===== config.mk =====
export PLATFORM = sky130hd
export DESIGN_NAME = uart_rx_framer_flat
export DESIGN_NICKNAME = d
export VERILOG_FILES = /design/src/rtl/uart_pkg.sv /design/src/rtl/uart_rx_framer_if.sv /design/src/rtl/uart_rx_framer_sync.sv /design/src/rtl/uart_rx_framer.sv /design/src/flat_wrapper.sv
export SDC_FILE = /design/constraint.sdc
export NUM_CORES = 1
export LEC_CHECK = 0
export BUFFER_PORTS_ARGS = -buffer_cell sky130_fd_sc_hd__buf_2
export CAP_MARGIN = 40
export CORE_MARGIN = 2
export CORE_UTILIZATION = 25
export DETAILED_ROUTE_END_ITERATION = 8
export GPL_TIMING_DRIVEN = 0
export PLACE_DENSITY_LB_ADDON = 0.08
export SLEW_MARGIN = 20
export SYNTH_ARGS = -nofsm -noshare
export SYNTH_HDL_FRONTEND = slang
export SYNTH_SLANG_ARGS = --single-unit

===== constraint.sdc =====
create_clock -name clk -period 4.4 [get_ports clk]
set_input_delay 0.44 -clock clk [delete_from_list [all_inputs] [get_ports clk]]
set_output_delay 0.44 -clock clk [all_outputs]
set_load 0.005 [all_outputs]

===== src/rtl/uart_pkg.sv =====
// Shared UART definitions: framer state encoding and frame geometry.
package uart_pkg;

    localparam int UART_DATA_BITS = 8;
    localparam int BIT_IDX_W      = $clog2(UART_DATA_BITS);

    typedef enum logic [2:0] {
        IDLE      = 3'd0,
        START     = 3'd1,
        DATA      = 3'd2,
        STOP      = 3'd3,
        WAIT_HIGH = 3'd4
    } state_e;

endpackage


===== src/rtl/uart_rx_framer_if.sv =====
// Byte output port of the UART receive framer: valid/ready data plus status pulses.
interface uart_rx_framer_if;
    import uart_pkg::*;

    logic [UART_DATA_BITS-1:0] data_out;
    logic                      data_out_valid;
    logic                      data_out_ready;
    logic                      frame_error;
    logic                      overrun;
    logic                      rx_busy;

    modport master (
        output data_out, data_out_valid, frame_error, overrun, rx_busy,
        input  data_out_ready
    );

    modport slave (
        input  data_out, data_out_valid, frame_error, overrun, rx_busy,
        output data_out_ready
    );

endinterface


===== src/rtl/uart_rx_framer_sync.sv =====
// Two-stage synchroniser for asynchronous pin inputs; resets to all ones (idle-high lines).
module synchronizer #(
    parameter int WIDTH = 1
) (
    input  logic             clk,
    input  logic             rst,
    input  logic [WIDTH-1:0] d_i,
    output logic [WIDTH-1:0] q_o
);

    logic [WIDTH-1:0] meta_q;
    logic [WIDTH-1:0] sync_q;

    // NOTE: sequential state uses non-blocking assignments so both stages update from pre-edge values.
    always_ff @(posedge clk or posedge rst) begin
        if (rst) begin
            meta_q <= '1;
            sync_q <= '1;
        end else begin
            meta_q <= d_i;
            sync_q <= meta_q;
        end
    end

    assign q_o = sync_q;

endmodule


===== src/rtl/uart_rx_framer.sv =====
// 8N1 UART receiver: mid-bit sampling framer with a single-entry valid/ready holding register.
module uart_rx_framer
    import uart_pkg::*;
#(
    parameter int CLOCK_FREQ = 50_000_000,
    parameter int BAUD_RATE  = 115200
) (
    input  logic                clk,
    input  logic                rst,
    input  logic                serial_in,
    uart_rx_framer_if.master    rx
);

    localparam int SYMBOL_EDGE_TIME = CLOCK_FREQ / BAUD_RATE;
    localparam int SAMPLE_TIME      = SYMBOL_EDGE_TIME / 2;
    localparam int CNT_W            = $clog2(SYMBOL_EDGE_TIME) + 1;

    localparam logic [CNT_W-1:0]     SAMPLE_LAST = CNT_W'(SAMPLE_TIME - 1);
    localparam logic [CNT_W-1:0]     SYMBOL_LAST = CNT_W'(SYMBOL_EDGE_TIME - 1);
    localparam logic [BIT_IDX_W-1:0] LAST_BIT    = BIT_IDX_W'(UART_DATA_BITS - 1);

    logic rx_s;

    synchronizer #(.WIDTH(1)) u_sync (
        .clk (clk),
        .rst (rst),
        .d_i (serial_in),
        .q_o (rx_s)
    );

    state_e                    state_q,   state_d;
    logic [CNT_W-1:0]          cnt_q,     cnt_d;
    logic [BIT_IDX_W-1:0]      bit_idx_q, bit_idx_d;
    logic [UART_DATA_BITS-1:0] shift_q,   shift_d;
    logic [UART_DATA_BITS-1:0] data_q,    data_d;
    logic                      valid_q,   valid_d;
    logic                      ferr_q,    ferr_d;
    logic                      ovr_q,     ovr_d;

    always_ff @(posedge clk or posedge rst) begin
        if (rst) begin
            state_q   <= IDLE;
            cnt_q     <= '0;
            bit_idx_q <= '0;
            shift_q   <= '0;
            data_q    <= '0;
            valid_q   <= 1'b0;
            ferr_q    <= 1'b0;
            ovr_q     <= 1'b0;
        end else begin
            state_q   <= state_d;
            cnt_q     <= cnt_d;
            bit_idx_q <= bit_idx_d;
            shift_q   <= shift_d;
            data_q    <= data_d;
            valid_q   <= valid_d;
            ferr_q    <= ferr_d;
            ovr_q     <= ovr_d;
        end
    end

    // NOTE: every signal gets a default before the case so no path leaves one unassigned (no latches).
    always_comb begin
        state_d   = state_q;
        cnt_d     = cnt_q + 1'b1;
        bit_idx_d = bit_idx_q;
        shift_d   = shift_q;
        data_d    = data_q;
        valid_d   = valid_q;
        ferr_d    = 1'b0;
        ovr_d     = 1'b0;

        if (valid_q && rx.data_out_ready) begin
            valid_d = 1'b0;
        end

        unique case (state_q)
            IDLE: begin
                cnt_d = '0;
                if (!rx_s) state_d = START;
            end
            START: begin
                if (cnt_q == SAMPLE_LAST) begin
                    cnt_d     = '0;
                    bit_idx_d = '0;
                    state_d   = rx_s ? IDLE : DATA;
                end
            end
            DATA: begin
                if (cnt_q == SYMBOL_LAST) begin
                    cnt_d            = '0;
                    shift_d[bit_idx_q] = rx_s;
                    if (bit_idx_q == LAST_BIT) state_d   = STOP;
                    else                       bit_idx_d = bit_idx_q + 1'b1;
                end
            end
            STOP: begin
                if (cnt_q == SYMBOL_LAST) begin
                    cnt_d = '0;
                    if (rx_s) begin
                        state_d = IDLE;
                        // A drain on the commit edge frees the register for the new byte.
                        if (!valid_q || rx.data_out_ready) begin
                            data_d  = shift_q;
                            valid_d = 1'b1;
                        end else begin
                            ovr_d = 1'b1;
                        end
                    end else begin
                        ferr_d  = 1'b1;
                        state_d = WAIT_HIGH;
                    end
                end
            end
            WAIT_HIGH: begin
                cnt_d = '0;
                if (rx_s) state_d = IDLE;
            end
            default: begin
                cnt_d   = '0;
                state_d = IDLE;
            end
        endcase
    end

    assign rx.data_out       = data_q;
    assign rx.data_out_valid = valid_q;
    assign rx.frame_error    = ferr_q;
    assign rx.overrun        = ovr_q;
    assign rx.rx_busy        = (state_q != IDLE);

endmodule


===== src/flat_wrapper.sv =====
// flat-port wrapper written by rule: the top's interface ports become plain ports
module uart_rx_framer_flat import uart_pkg::*;
#(
    parameter int CLOCK_FREQ = 50_000_000,
    parameter int BAUD_RATE  = 115200
)
  (clk, rst, serial_in, rx_data_out, rx_data_out_valid, rx_frame_error, rx_overrun, rx_rx_busy, rx_data_out_ready);
  uart_rx_framer_if rx_i ();
  input  logic clk;
  input  logic rst;
  input  logic serial_in;
  output wire logic [$bits(rx_i.data_out)-1:0] rx_data_out;
  output wire logic [$bits(rx_i.data_out_valid)-1:0] rx_data_out_valid;
  output wire logic [$bits(rx_i.frame_error)-1:0] rx_frame_error;
  output wire logic [$bits(rx_i.overrun)-1:0] rx_overrun;
  output wire logic [$bits(rx_i.rx_busy)-1:0] rx_rx_busy;
  input wire logic [$bits(rx_i.data_out_ready)-1:0] rx_data_out_ready;
  assign rx_data_out = rx_i.data_out;
  assign rx_data_out_valid = rx_i.data_out_valid;
  assign rx_frame_error = rx_i.frame_error;
  assign rx_overrun = rx_i.overrun;
  assign rx_rx_busy = rx_i.rx_busy;
  assign rx_i.data_out_ready = rx_data_out_ready;
  uart_rx_framer #(.CLOCK_FREQ(CLOCK_FREQ), .BAUD_RATE(BAUD_RATE)) u_core (.clk(clk), .rst(rst), .serial_in(serial_in), .rx(rx_i));
endmodule

==> results of run 1 <==
-- through the flow --
| stage | setup WS (ns) | std cells |
|---|---|---|
| final | 2.51 | 272 |
| after global placement | 2.51 | 263 |
| after detailed placement | 2.49 | 264 |
| after global routing | 2.41 | 272 |
| after CTS | 2.49 | 272 |
| after floorplan | 2.64 | 152 |
-- synthesized netlist by cell type, drive strengths merged --
cell and instances:
dfrtp 35, mux2 16, nor3 12, inv 8
nand2 8, nor2 7, nand4 6, xnor2 6
ha 5, nand3 5, buf 4, nor3b 4
a31oi 3, and3 3, nor4 3, o21ai 3
or3 3, and4bb 2, clkbuf 2, dfstp 2
mux2i 2, xor2 2, a211oi 1, and3b 1
and4 1, and4b 1, nand2b 1, nand4b 1
nor2b 1, nor4b 1, o211ai 1, o2bb2ai 1
o311a 1
-- registers in the layout, indices dropped and copies added, names as in the netlist --
signal                    cells
u_core.bit_idx_q              3
u_core.shift_q                8
u_core.u_sync.q_o             1
u_core.u_sync.meta_q          1
u_core.rx.overrun             1
u_core.cnt_q                 10
u_core.rx.data_out_valid      1
u_core.rx.data_out            8
u_core.state_q                3
u_core.rx.frame_error         1
-- area by class of cell --
cell class / instances / area [sq um]
Clock buffer: 5 / 68.8
Fill cell: 712 / 4740
Buffer: 6 / 38.8
Inverter: 8 / 30.0
Clock inverter: 3 / 46.3
Tap cell: 96 / 120
Multi-Input combinational cell: 101 / 806
Timing Repair Buffer: 16 / 95.1
Sequential cell: 37 / 928
-- per-layer routing --
metal | wire length (microns) | global-route usage, %
met2 | 1560 | 15.4
met1 | 1790 | 14.3
met3 | 129 | 3.60
met5 | 0 | 0
met4 | 65 | 4.13
-- logic make-up after synthesis --
family / after synthesis
and+or+nand+nor: 60
muxes: 18
DFF: 37
xor gates and xnor gates: 8
AOI/OAI and AO/OA: 10
buffers and inverters: 14
adders and majority gates: 5
-- critical path, delay by kind of cell, from the launching register on --
family	cells	cell delay [ns]
adders and majority gates	1	0.13
DFF	1	0.40
buffers and inverters	1	0.08
muxes	1	0.31
and+or+nand+nor	3	0.86
-- cell usage in the layout, fill, tap and decap left out, types with 3 or more instances in the layout --
master	count
dfrtp_1	35
buf_2	16
mux2_2	15
nor3_1	12
nand2_1	8
inv_1	7
nor2_1	7
xnor2_1	6
nand4_1	5
ha_1	5
clkbuf_8	5
nand3_1	4
nor4_1	3
nor3b_1	3
o21ai_0	3
-- worst paths after layout --
path	slack [ns]	endpoint	startpoint
setup / recovery	2.51	u_core.shift_q[7]$_DFFE_PP0P_	u_core.cnt_q[1]$_DFF_PP0_
hold / removal	0.06	u_core.shift_q[3]$_DFFE_PP0P_	rst
setup reg to reg	2.51	u_core.shift_q[7]$_DFFE_PP0P_	u_core.cnt_q[1]$_DFF_PP0_
hold reg to reg	0.36	u_core.u_sync.q_o$_DFF_PP1_	u_core.u_sync.meta_q$_DFF_PP1_
max in group asynchronous	3.85	u_core.u_sync.q_o$_DFF_PP1_	rst
min in group clk	0.24	u_core.u_sync.meta_q$_DFF_PP1_	serial_in
-- power groups by stage --
stage | Clock (uW) | Sequential [uW] | Combinational (uW)
2_1_floorplan | 0 | 349 | 7.53
3_5_place_dp | 0 | 349 | 14.3
6_report | 300 | 342 | 13.6
3_3_place_gp | 0 | 349 | 11.6
4_1_cts | 311 | 342 | 14.4
5_1_grt | 326 | 342 | 15.9
==> flow_metrics.py, run 1 <==
metrics = {
    "status": {
        "status": "finished clean",
    },
    "layout": {
        "num_antenna_cells": 0,
        "drive_gt1_share_pct": 32.4,
        "nNetsFinal": 184,
        "stdcell_area_sq_mm": 0.00213,
        "fin_util_pct": 31.1,
        "area_growth_pct": 18.3,
    },
    "sta": {
        "fmax_mhz": 528,
        "setup_viol": 0,
        "grt_setup_unrepaired": "no",
        "hold_viol_final": 0,
        "worst_pin_slew_ns": 0.531,
        "max_slew_margin_pct": 64.5,
        "post-route-min-period_ns": 1.89,
        "period_share_pct": 43.0,
        "final_max_slew_viol_count": 0,
        "timing.hold.ws_ns": 0.0578,
        "skew_ns": 0.00779,
        "fin_setup_tns_ns": 0,
    },
    "setup_path": {
        "ff2ff_path_depth": 6,
        "cp-start-kind": "register",
        "worstPathRequired_ns": 4.58,
        "path_class": "register to register",
        "crit_chain": "inv_1 -> ha_1 -> and4b_2 -> nand4_4 -> or3_1 -> mux2_4",
        "cp.arrival_ns": 2.07,
        "worst_path_max_delay_cell": "or3_1",
        "cp_max_fo": 7,
        "crit_path_end_kind": "register",
        "slowest_delay_ns": 0.42,
    },
    "synthesis": {
        "ys_seq_area_share_pct": 51.5,
        "synthSimpleGateAreaFrac_pct": 21.9,
        "yosys.area_share.adder_pct": 3.47,
        "synth_top_family_by_area": "simple AND/OR/NAND/NOR gates",
        "synth.avg_cell_area_sq_um": 11.9,
        "yosys.area_share.xor_xnor_pct": 3.89,
        "yosysWarnings": 0,
        "synth_nets": 161,
        "ys_top_cells_by_area": "dfrtp_1 (49%), mux2_2 (9.4%), ha_1 (3.5%), nor3_1 (3.3%), dfstp_2 (2.9%)",
        "synth_cell_types": 43,
        "synth_compound_area_share_pct": 4.09,
        "ys_seq_elements": 37,
        "synth_top_area_share_pct": 48.6,
        "yosysTopAreaCell": "dfrtp_1",
        "syn-cell-area_sq_mm": 0.00180,
        "muxShareOfSynthArea_pct": 11.3,
        "syn_inst": 152,
    },
    "clock_network": {
        "cts_sinks": 37,
        "cts_buffers": 5,
        "postCtsSetupRepairBufs": 0,
        "clockBufferDepth": 2,
        "postCtsResizedCells": 0,
        "clk_latency_ns": 0.30,
        "clk_pin_slew_worst_paths_ns": 0.08,
        "clock-root-buffer": "clkbuf_8",
        "htreeDepth": 2,
        "cts_tree": "built",
        "cts_hold_buf": 0,
    },
    "power_and_ir_drop": {
        "p_comb_share_pct": 2.1,
        "p_leak_uw": 0.000942,
        "peakVddDrop_mv": 0.0945,
        "power_density_mw_per_mm2": 307,
        "p_switching_uw": 140,
        "cellInternalPower_uw": 515,
        "pwr-share-seq_pct": 52.2,
        "power.total_uw": 655,
        "clock_power_share_pct": 45.7,
        "switching_share_pct": 21.4,
    },
    "global_routing": {
        "grt_max_degree": 28,
        "antenna_found_initial": 0,
        "gr-total-overflow": 0,
        "track_usage_pct": 10.5,
        "grt_pass1_wl_microns": 6170,
        "grt_pass1_vias": 1231,
    },
    "floorplan": {
        "core_area_sq_mm": 0.00687,
        "rows": 30,
        "start_util_pct": 26.2,
        "top_level_ports": 16,
        "die_h_microns": 88.9,
        "die_w_microns": 88.9,
        "dieArea_sq_mm": 0.00791,
    },
    "detailed_routing": {
        "num_vias": 1194,
        "drc": 0,
        "viasPerCell": 4.39,
        "wire_per_inst_microns": 13.0,
        "drt-initial-drc-count": 50,
        "routed_wl_microns": 3540,
        "drtPass1Iterations": 4,
        "ant_nets": 0,
    },
    "place": {
        "dpl.hpwl_microns": 2550,
        "portBuffers": 15,
        "gp_congestion": 0.749,
        "placed_cell_area_sq_mm": 0.00202,
    },
    "flow_run": {
        "maxCapViolCount": 0,
    },
    "min_path": {
        "hold_class": "input port to asynchronous set/reset pin",
    },
}
Power figures use the tool's default switching activity.
==> run 2: changes to the inputs <==
- ABC_AREA: default -> 1
- clock period: 4.4 -> 1.8 ns (I/O delays scaled with it)
==> flow_metrics.py, run 2 <==
metrics = {
    "clock_network": {
        "cts_sinks": 37,
        "cts_buffers": 5,
        "clk_pin_slew_worst_paths_ns": 0.08,
        "clock-root-buffer": "clkbuf_8",
        "htreeDepth": 2,
        "clk_latency_ns": 0.29,
        "cts_tree": "built",
        "clockBufferDepth": 2,
    },
    "sta": {
        "worst_pin_slew_ns": 0.316,
        "postLayoutSetupSlackWorst_ns": 0.198,
        "skew_ns": 0.00553,
        "grt_setup_unrepaired": "no",
        "fmax_mhz": 624,
        "max_slew_margin_pct": 78.8,
        "setup_viol": 0,
        "post-route-min-period_ns": 1.60,
        "fin_setup_tns_ns": 0,
        "period_share_pct": 89.0,
        "hold_viol_final": 0,
        "final_max_slew_viol_count": 0,
        "timing.hold.ws_ns": 0.217,
    },
    "layout": {
        "drive_gt1_share_pct": 21.4,
        "final_common_cell": "nand2_1",
        "regArea_sq_um": 928,
        "num_antenna_cells": 0,
        "final_cell_mix": "nand2_1 (51), dfrtp_1 (35), inv_1 (24)",
        "nFillCells": 776,
        "regMostFlops": "u_core.cnt_q",
        "fin_util_pct": 30.9,
        "largest_register_ffs": 10,
        "multi_input_area_sq_um": 835,
        "nNetsFinal": 256,
        "area_growth_pct": 18.5,
    },
    "synthesis": {
        "yosysWarnings": 0,
        "ys_seq_elements": 37,
        "syn_inst": 222,
        "synth_nets": 231,
        "synth_cell_types": 30,
        "ys_top_cells_by_area": "dfrtp_1 (46%), nand2_1 (10%), inv_1 (4.9%), nor2_1 (4.5%), nand3_1 (4.5%)",
        "syn-cell-area_sq_mm": 0.00191,
        "synth_top_area_share_pct": 45.9,
        "yosysTopAreaCell": "dfrtp_1",
        "yosysMostFrequentCell": "nand2_1",
        "synth_edf_count": 0,
        "ys_seq_area_share_pct": 48.6,
        "yosys_most_used_dff": "dfrtp_1",
        "ys_top_cells_by_count": "nand2_1 (51), dfrtp_1 (35), inv_1 (25), nor2_1 (23), nand3_1 (17)",
        "async_reset_ff_share_pct": 100,
        "synth.avg_cell_area_sq_um": 8.60,
    },
    "floorplan": {
        "top_level_ports": 16,
        "rows": 31,
        "die_w_microns": 91.4,
        "start_util_pct": 26.0,
        "core_area_sq_mm": 0.00733,
        "die_h_microns": 91.4,
        "dieArea_sq_mm": 0.00835,
    },
    "status": {
        "status": "finished clean",
    },
    "global_routing": {
        "use_met1_pct": 13.9,
        "track_usage_pct": 10.1,
        "use_met3_pct": 2.99,
        "grt_max_degree": 26,
        "grt_pass1_wl_microns": 6690,
        "use_met2_pct": 15.0,
        "grt_pass1_vias": 1329,
        "antenna_found_initial": 0,
        "grt.busiest_layer": "met2",
        "gr-total-overflow": 0,
    },
    "setup_path": {
        "cp.arrival_ns": 1.79,
        "cp_max_fo": 10,
        "r2r-end": "u_core.rx.data_out[0]$_DFFE_PP0P_",
        "path_class": "register to register",
        "r2r_slack_ns": 0.20,
        "cp-start-kind": "register",
        "ff2ff_path_depth": 8,
        "r2r-start": "u_core.cnt_q[1]$_DFF_PP0_",
        "crit_path_end_kind": "register",
        "worstPathRequired_ns": 1.99,
    },
    "place": {
        "dpl.hpwl_microns": 2910,
        "portBuffers": 15,
        "gp_congestion": 0.734,
        "place_ws_ns": 0.161,
    },
    "detailed_routing": {
        "drc": 0,
        "ant_nets": 0,
        "routed_wl_microns": 3850,
        "drt-initial-drc-count": 60,
        "drtPass1Iterations": 4,
        "wire_per_inst_microns": 11.1,
        "viasPerCell": 4.13,
        "num_vias": 1433,
    },
    "power_and_ir_drop": {
        "power_density_mw_per_mm2": 711,
        "peakVddDrop_mv": 0.247,
        "p_leak_uw": 0.00100,
    },
    "min_path": {
        "hold_class": "input port to register",
        "hold_path_depth": 4,
        "whs_endpoint": "u_core.rx.overrun$_DFF_PP0_",
        "min_from": "rx_data_out_ready",
    },
    "flow_run": {
        "maxCapViolCount": 0,
    },
}
[run 2: changes by cell type after synthesis, moves of 7 or more]
cell     delta
a21oi_1     +8
inv_1      +17
mux2_2     -15
nand2_1    +43
nand3_1    +13
nor2_1     +16
nor3_1      -7
o21ai_0    +10
o21ai_2     +8
[run 2: area by class of cell]
| class | count | area share, % |
|---|---|---|
| flip-flops and latches | 37 | 41.0 |
| multi-input cells | 154 | 36.9 |
| well taps | 99 | 5.47 |
| repair buffers | 18 | 5.09 |
| inverters | 27 | 4.53 |
| clock buffers | 5 | 3.04 |
| clock inverters | 3 | 2.05 |
| plain buffers | 4 | 1.93 |
[run 2: worst max-delay path, stage by stage (launching register included)]
cell and delay (ns):
dfrtp_1 0.40, inv_1 0.08, ha_1 0.19, nand3_1 0.13, nor3_4 0.25, nand3_4 0.15, buf_6 0.18, nand2_1 0.07
o21ai_2 0.05
[run 2: cells by family (layout without fill, tap and decap cells)]
| family | Yosys count | count (layout) | synth area share (%) |
|---|---|---|---|
| fa+ha+maj | 5 | 5 | 3.28 |
| flops | 37 | 37 | 48.6 |
| xor+xnor | 5 | 5 | 2.29 |
| compound gates | 33 | 33 | 10.7 |
| buf+inv | 31 | 57 | 7.67 |
| simple gates | 111 | 111 | 27.4 |
[run 2: stage by stage]
step	area [sq um]	total power (uW)	instances
floorplan	1910	868	222
detailed placement	2130	886	337
global route	2260	1680	347
global placement	2110	881	336
finish	2260	1610	347
CTS	2260	1650	347
[run 2: worst max path at each step]
stage / from / endpoint / slack, ns / cells after the start
6_report: u_core.cnt_q[1]$_DFF_PP0_ / u_core.rx.data_out[0]$_DFFE_PP0P_ / 0.20 / 8
5_1_grt: u_core.cnt_q[0]$_DFF_PP0_ / u_core.state_q[0]$_DFFE_PP0P_ / 0.04 / 10
4_1_cts: u_core.cnt_q[1]$_DFF_PP0_ / u_core.rx.data_out[1]$_DFFE_PP0P_ / 0.15 / 8
3_5_place_dp: u_core.cnt_q[1]$_DFF_PP0_ / u_core.rx.data_out[1]$_DFFE_PP0P_ / 0.16 / 8
3_3_place_gp: rst / u_core.bit_idx_q[1]$_DFFE_PP0P_ / 0.12 / 2
2_1_floorplan: u_core.cnt_q[1]$_DFF_PP0_ / u_core.rx.data_out[0]$_DFFE_PP0P_ / 0.33 / 8
[run 2: report_power, final]
part | internal [uW] | leakage, uW | switching (uW)
clock | 415 | 0.0000543 | 326
sequential | 835 | 0.000495 | 2.78
combinational | 10.7 | 0.000451 | 21.9
[run 2: repair_timing]
action	4_1_cts	5_1_grt
resized for setup	0	1
hold buffers	2	0
buffers inserted	0	0
hold endpoints to repair	12	0
endpoints found under the setup margin	0	1
[run 2: per-layer routing]
metal,up-vias,wire length [microns],part of all wire [%]
li1,768,-,-
met1,637,1980,52
met2,21,1670,43
met3,7,134,3.5
met4,0,61,1.6
met5,-,0,0
==> run 3: changes to the inputs <==
- ABC_AREA: 1 -> default
==> flow_metrics.py, run 3 (synthesized netlist as in run 1, its figures left out) <==
metrics = {
    "setup_path": {
        "cp-start-kind": "register",
        "path_class": "register to register",
        "worstPathRequired_ns": 1.98,
        "cp.arrival_ns": 2.02,
        "crit_path_end_kind": "register",
        "cp_max_fo": 7,
    },
    "detailed_routing": {
        "routed_wl_microns": 3730,
        "viasPerCell": 4.36,
        "num_vias": 1224,
        "drtPass1Iterations": 4,
        "ant_nets": 0,
        "wire_per_inst_microns": 13.3,
        "drt-initial-drc-count": 49,
        "drc": 0,
    },
    "clock_network": {
        "htreeDepth": 2,
        "cts_sinks": 37,
        "clk_pin_slew_worst_paths_ns": 0.07,
        "cts_tree": "built",
        "clock-root-buffer": "clkbuf_8",
        "clk_latency_ns": 0.30,
        "clockBufferDepth": 2,
        "cts_buffers": 5,
    },
    "global_routing": {
        "track_usage_pct": 10.9,
        "antenna_found_initial": 0,
        "grt_pass1_wl_microns": 6360,
        "grt_pass1_vias": 1248,
        "use_met3_pct": 3.60,
        "use_met2_pct": 16.4,
        "use_met1_pct": 14.5,
        "grt_max_degree": 28,
        "gr-total-overflow": 0,
        "grt.busiest_layer": "met2",
    },
    "place": {
        "dpl.cell_count": 264,
        "dpl.hpwl_microns": 2550,
        "portBuffers": 15,
        "gp_congestion": 0.749,
    },
    "floorplan": {
        "dieArea_sq_mm": 0.00791,
        "top_level_ports": 16,
        "rows": 30,
        "start_util_pct": 26.2,
        "die_h_microns": 88.9,
        "core_area_sq_mm": 0.00687,
        "die_w_microns": 88.9,
    },
    "status": {
        "violations": "negative setup slack",
        "status": "complete, but fails checks",
    },
    "layout": {
        "final_common_cell": "dfrtp_1",
        "fin_util_pct": 32.5,
        "num_antenna_cells": 0,
        "nNetsFinal": 193,
        "drive_gt1_share_pct": 36.8,
        "instances_no_fill": 281,
        "regMostFlops": "u_core.cnt_q",
        "largest_register_ffs": 10,
        "area_growth_pct": 23.7,
        "final_cell_mix": "dfrtp_1 (34), buf_2 (15), mux2_2 (14)",
    },
    "sta": {
        "grt_setup_unrepaired": "yes",
        "fmax_mhz": 543,
        "period_share_pct": 102,
        "max_slew_margin_pct": 69.0,
        "post-route-min-period_ns": 1.84,
        "worst_pin_slew_ns": 0.465,
        "hold_viol_final": 0,
        "postLayoutSetupSlackWorst_ns": -0.0417,
        "final_max_slew_viol_count": 0,
        "setup_viol": 1,
        "skew_ns": 0.00786,
    },
    "flow_run": {
        "maxCapViolCount": 0,
    },
    "power_and_ir_drop": {
        "peakVddDrop_mv": 0.234,
        "p_leak_uw": 0.000990,
        "power_density_mw_per_mm2": 719,
    },
    "min_path": {
        "hold_class": "input port to register",
    },
}
run 3: changes by cell type in the layout (fill, tap and decap cells not counted), sizes merged, moves of 4 or more:
cell / previous run / this run
nand3: 18 / 5
nand4: 0 / 6
inv: 26 / 8
buf: 19 / 27
a21oi: 8 / 0
o21ai: 21 / 3
xnor2: 1 / 6
nor2: 24 / 7
nand2: 55 / 8
nor3b: 0 / 4
mux2: 0 / 16
run 3: worst paths after layout:
kind | from | slack, ns | endpoint | depth (start not counted)
max | u_core.cnt_q[1]$_DFF_PP0_ | -0.04 | u_core.shift_q[7]$_DFFE_PP0P_ | 6
min | rx_data_out_ready | 0.18 | u_core.rx.overrun$_DFF_PP0_ | 3
max reg2reg | u_core.cnt_q[1]$_DFF_PP0_ | -0.04 | u_core.shift_q[7]$_DFFE_PP0P_ | 6
min reg2reg | u_core.u_sync.meta_q$_DFF_PP1_ | 0.36 | u_core.u_sync.q_o$_DFF_PP1_ | 0
max in group asynchronous | rst | 0.96 | u_core.u_sync.q_o$_DFF_PP1_ | 4
min in group asynchronous | rst | 0.35 | u_core.shift_q[3]$_DFFE_PP0P_ | 3
run 3: through the flow:
step | hold slack, ns | cell area [sq um] | setup TNS (ns) | worst slack, ns | power [uW]
6_report | 0.183 | 2230 | -0.0417 | -0.0417 | 1600
3_5_place_dp | 0.128 | 2020 | -0.927 | -0.108 | 888
3_3_place_gp | 0.286 | 2000 | -0.846 | -0.0915 | 881
2_1_floorplan | 0.184 | 1800 | 0 | 0.0405 | 870
4_1_cts | 0.179 | 2180 | -0.0740 | -0.0740 | 1640
5_1_grt | 0.199 | 2230 | -0.933 | -0.123 | 1680
run 3: area by class of cell:
type	count	area, sq um
Sequential cell	37	930
Multi-Input combinational cell	101	827
Inverter	8	30.0
Clock inverter	3	46.3
Timing Repair Buffer	26	175
Buffer	5	33.8
Tap cell	96	120
Clock buffer	5	68.8
Fill cell	703	4640
run 3: critical path, cell delays in order, from the launching register on:
cell and delay [ns]:
dfrtp_1 0.39, inv_2 0.06, ha_1 0.12, and4b_2 0.29, nand4_4 0.16, or3_4 0.41, mux2_4 0.30
run 3: power by group:
group,leakage (uW),switching (uW),internal [uW]
logic,0.000443,24.1,12.3
registers,0.000494,1.90,835
clock network,0.0000543,316,415
run 3: timing repair:
action | 4_1_cts | 5_1_grt
cloned | 0 | 0
endpoints found under the setup margin | 13 | 26
resized for setup | 2 | 5
setup buffers | 3 | 5
hold buffers | 2 | 0
pin swaps | 2 | 4
endpoints found under the hold margin | 11 | 0
run 3: layer usage:
metal | vias up | part of all wire, %
li1 | 612 | -
met1 | 589 | 50
met2 | 17 | 45
met3 | 6 | 2.7
met4 | 0 | 1.9
met5 | - | 0
